## src/rtl/freq_div_multi.sv

```systemverilog
// Multi-channel runtime-programmable clock divider: square or one-cycle pulse per channel, glitch-free divisor swap at wrap.
// Latency: outputs are registered one cycle behind the counter state; a new divisor takes effect after the current period.
// Backpressure: none; free-running strobe source, enable and sync are honoured every cycle.
module freq_div_multi #(
  parameter int CH          = 4,
  parameter int W           = 8,
  parameter int DEFAULT_DIV = 6
) (
  input  logic            clk,
  input  logic            reset,
  input  logic [CH-1:0]   en,
  input  logic [CH-1:0]   mode,
  input  logic [CH*W-1:0] div,
  input  logic [CH-1:0]   load,
  input  logic            sync,
  output logic [CH-1:0]   div_out,
  output logic [CH-1:0]   tick,
  output logic [CH-1:0]   pending
);

  localparam logic [W-1:0] DEF  = W'(DEFAULT_DIV);
  localparam logic [W-1:0] ONE  = W'(1);
  localparam logic [W-1:0] TWO  = W'(2);
  localparam logic [W-1:0] ZERO = '0;

  for (genvar i = 0; i < CH; i++) begin : g_ch
    logic [W-1:0] cnt;
    logic [W-1:0] act;
    logic [W-1:0] shd;
    logic         pend;
    logic [W-1:0] div_i;
    logic [W-1:0] n_eff;
    logic [W-1:0] last;
    logic [W-1:0] hi_start;
    logic [W-1:0] act_nxt;
    logic         at_last;
    logic         dout_q;
    logic         tick_q;

    // Divisors 0 and 1 run as /2 so a channel can never stall.
    always_comb begin
      div_i    = div[i*W +: W];
      n_eff    = (act < TWO) ? TWO : act;
      last     = n_eff - ONE;
      hi_start = n_eff - (n_eff >> 1);
      at_last  = (cnt == last);
      act_nxt  = load[i] ? div_i : (pend ? shd : act);
    end

    // Every restart point (sync, idle, wrap) is a safe moment to swap divisors;
    // an idle channel sits at cnt 0, so promoting a stale shadow there is glitch-free.
    always_ff @(posedge clk) begin
      if (reset) begin
        cnt  <= ZERO;
        act  <= DEF;
        shd  <= ZERO;
        pend <= 1'b0;
      end else if (sync || !en[i] || at_last) begin
        cnt  <= ZERO;
        act  <= act_nxt;
        pend <= 1'b0;
      end else begin
        cnt <= cnt + ONE;
        if (load[i]) begin
          shd  <= div_i;
          pend <= 1'b1;
        end
      end
    end

    always_ff @(posedge clk) begin
      if (reset) begin
        dout_q <= 1'b0;
        tick_q <= 1'b0;
      end else begin
        tick_q <= en[i] & at_last;
        dout_q <= en[i] & (mode[i] ? at_last : (cnt >= hi_start));
      end
    end

    assign div_out[i] = dout_q;
    assign tick[i]    = tick_q;
    assign pending[i] = pend;
  end

endmodule

```

## config.mk

```make
export PLATFORM = sky130hd
export DESIGN_NAME = freq_div_multi
export DESIGN_NICKNAME = d
export VERILOG_FILES = /design/src/rtl/freq_div_multi.sv
export SDC_FILE = /design/constraint.sdc
export NUM_CORES = 1
export LEC_CHECK = 0
export ABC_AREA = 0
export BUFFER_PORTS_ARGS = -buffer_cell sky130_fd_sc_hd__buf_2
export CAP_MARGIN = 20
export CORE_MARGIN = 5
export CORE_UTILIZATION = 53
export DETAILED_ROUTE_END_ITERATION = 10
export GPL_TIMING_DRIVEN = 0
export PLACE_DENSITY = 0.71
export SLEW_MARGIN = 20
export SYNTH_ARGS = -nofsm -noshare
export SYNTH_HDL_FRONTEND = slang
export SYNTH_SLANG_ARGS = --single-unit
export TNS_END_PERCENT = 20
```

## constraint.sdc

```tcl
create_clock -name clk -period 4.2 [get_ports clk]
set_input_delay 1.05 -clock clk [delete_from_list [all_inputs] [get_ports clk]]
set_output_delay 1.05 -clock clk [all_outputs]
set_load 0.01 [all_outputs]
```

==> impl_metrics.csv <==
group,metric,value,unit
synth,synth_nets,1115,
worst_hold_path,hold_class,"flip-flop to flip-flop",
detailed_routing,wl,17.8,mm
detailed_routing,drt_first_pass_iters,5,
worst_setup_path,worstSetupPathType,"flip-flop to flip-flop",
clock_tree,clk_latency,0.36,ns
clock_tree,root_buffer,"clkbuf_16",
die,die_area,18100,µm²
worst_setup_path,r2r_slack,0.18,ns
worst_setup_path,worst_setup_path_start_kind,"flip-flop",
outcome,status,"complete, no violations",
clock_tree,cts_resized,0,
die,initial_core_util,54.2,%
die,fp.dieW,135,µm
detailed_routing,vias,6546,
worst_setup_path,path_max_fanout,10,
run,cap_violations,0,
power_and_ir_drop,total_leakage_power,4.14,nW
synth,synth-edff-count,0,
detailed_routing,routedWlPerCell,14.6,µm
placement,gp_congestion,0.910,
synth,yosysWarnings,0,
cells_and_area,postLayoutCoreUtil,59.7,%
clock_tree,cts_buffer_depth,2,
cells_and_area,fill_cells,1402,
detailed_routing,post-route-drc-count,0,
worst_setup_path,max_stage_delay,0.53,ns
global_route,grt_pass1_vias,6334,
worst_setup_path,cp.arrival,4.26,ns
synth,ys.flop_type,"dfxtp_1",
sta,rsz0062_at_grt,"true",
clock_tree,clkSlewWorstSetupHoldPaths,0.07,ns
cells_and_area,fin_cells,1218,
sta,maxSlewViolCount,0,
sta,min_period,4.02,ns
detailed_routing,drt_iter0_drc,399,
power_and_ir_drop,powerDensity,315,nW/µm²
synth,synth_top_area_cell,"dfxtp_1",
global_route,grt_max_degree,18,
die,fp-row-count,45,
synth,netlist_instances,956,
sta,fin_setup_tns,0,ns
sta,setup_viol,0,
worst_setup_path,cp-end-kind,"flip-flop",
clock_tree,cts_sinks,108,
sta,setup_ws,0.182,ns
power_and_ir_drop,vdd_ir_drop_max,0.227,mV
synth,ys_top_cells_by_area,"dfxtp_1 26%, ha_1 16%, mux2i_1 6.2%",
placement,place_area,8760,µm²
sta,fmax,0.249,GHz
cells_and_area,fin_area,9080,µm²
synth,synth_top_area_share,26.2,%
synth,async_flop_share,0,%
global_route,grtUsageTotal,20.1,%
placement,dpl.cell_count,1201,
sta,slew_headroom,45.0,%
synth,ys_ff_latch,108,
synth,syn_avg_cell_area,8.62,µm²
clock_tree,cts-buffers-inserted,9,
worst_setup_path,required,4.44,ns
synth,netlist-cell-type-count,74,
sta,finalHoldViolCount,0,
clock_tree,cts_tree,"done",
die,ioPinCount,59,
synth,syn_area,8240,µm²
synth,synth_common_cells,"108 x dfxtp_1, 108 x ha_1, 105 x nor2_1",
cells_and_area,finalNetCount,1183,
placement,dp_hpwl,14.0,mm
global_route,antenna_found_initial,0,
detailed_routing,post_drt_via_cell_ratio,5.37,
global_route,grt_pass1_wl,30.3,mm
worst_setup_path,crit_chain,"inv_1, ha_1, nand4bb_4, or2b_1, inv_1, ha_1, o21ai_2, a21bo_2, a32o_1, or4_4, or3_1, buf_6, nand2_1, buf_4, a2bb2oi_1",
placement,io_buffer_count,57,
sta,worst_pin_slew,0.815,ns
synth,seq_area_frac_synth,26.2,%
sta,min_period_over_period,95.7,%
cells_and_area,area.growth.synth_to_final,10.2,%
clock_tree,cts_setup_buffers,0,
placement,place_ws,0.199,ns
cells_and_area,drive_gt1_share,11.3,%
die,fp.coreArea,15200,µm²
detailed_routing,ant_nets,0,
sta,clock_skew,0.0119,ns
die,die_y,135,µm
clock_tree,htree_levels,3,
worst_setup_path,slowest_stage,"or4_4",
global_route,grt.overflow.total,0,
clock_tree,hold_buffers,0,
## through the flow
step	total power [mW]	hold WS (ns)
floorplan	1.83	0.426
finish	2.86	0.471
CTS	2.88	0.473
global route	3.06	0.487
global placement	2.01	0.438
detailed placement	2.03	0.456
## power breakdown
| group | switching (mW) | total [mW] | leakage (nW) | internal, mW |
|---|---|---|---|---|
| clock | 0.404 | 0.843 | 0.139 | 0.439 |
| sequential | 0.0496 | 1.12 | 0.882 | 1.07 |
| combinational | 0.485 | 0.899 | 3.12 | 0.413 |
| total | 0.938 | 2.86 | 4.14 | 1.92 |
## layout by cell type, fill, tap and decap left out, drive strengths merged, types with 4 or more instances in the layout
cell,netlist,routed
ha,108,108
dfxtp,108,108
nor2,107,107
inv,85,85
buf,20,77
mux2i,51,51
xnor2,49,49
a21oi,47,47
o21ai,45,45
clkbuf,26,38
nand2b,37,37
xor2,30,30
nand2,28,28
nand3,26,26
nor2b,22,22
a211oi,22,22
and3,12,12
o21a,11,11
a2bb2oi,11,11
o21bai,10,10
a21o,9,9
or3,8,8
a21boi,6,6
o211a,6,6
o311ai,6,6
or2,5,5
nand3b,5,5
nor3,4,4
o211ai,4,4
fa,4,4
o31ai,4,4
## kinds of logic after synthesis
| logic type | after synthesis | share of synthesized area [%] |
|---|---|---|
| XOR/XNOR | 81 | 8.94 |
| multiplexers | 53 | 6.47 |
| adder cells (fa/ha/maj) | 112 | 17.4 |
| buffers and inverters | 132 | 6.82 |
| AO/OA/AOI/OAI | 200 | 17.3 |
| AND/OR/NAND/NOR | 270 | 16.9 |
| flip-flops | 108 | 26.2 |
## flip-flops by register name, indices dropped and copies added, names as in the netlist
| name | flops |
|---|---|
| g_ch.cnt | 32 |
| g_ch.shd | 32 |
| g_ch.act | 32 |
| g_ch.dout_q | 4 |
| g_ch.pend | 4 |
| g_ch.tick_q | 4 |
## critical path, delay by kind of cell (launching register included)
kind	cells	cell delay, ns
adder cells (fa/ha/maj)	2	0.58
buffers and inverters	4	0.70
AO/OA/AOI/OAI	4	0.71
flip-flops	1	0.44
AND/OR/NAND/NOR	5	1.48
## worst paths after layout
path                         end  cells after the start           start
setup reg to reg  g_ch[1].act[5]                     15  g_ch[1].act[5]
setup / recovery  g_ch[1].act[5]                     15  g_ch[1].act[5]
hold reg to reg   g_ch[2].cnt[0]                      1  g_ch[2].cnt[0]
hold / removal    g_ch[2].cnt[0]                      1  g_ch[2].cnt[0]
## metal layers
metal | vias to the layer above | track usage [%] | routed length [µm]
li1 | 3392 | - | -
met1 | 3002 | 28.1 | 8930
met2 | 130 | 32.0 | 7710
met3 | 22 | 2.76 | 762
met4 | 0 | 6.73 | 364
met5 | - | 0 | 0
## layout make-up
cell class / instances / area (µm²) / area share [%]
Antenna cell: 1 / 2.50 / 0.0276
Buffer: 47 / 243 / 2.67
Clock buffer: 12 / 256 / 2.83
Clock inverter: 4 / 33.8 / 0.372
Inverter: 85 / 319 / 3.51
Multi-Input combinational cell: 716 / 5540 / 61.0
Sequential cell: 108 / 2160 / 23.8
Tap cell: 188 / 235 / 2.59
Timing Repair Buffer: 57 / 285 / 3.14
(Power assumes the default switching activity.)
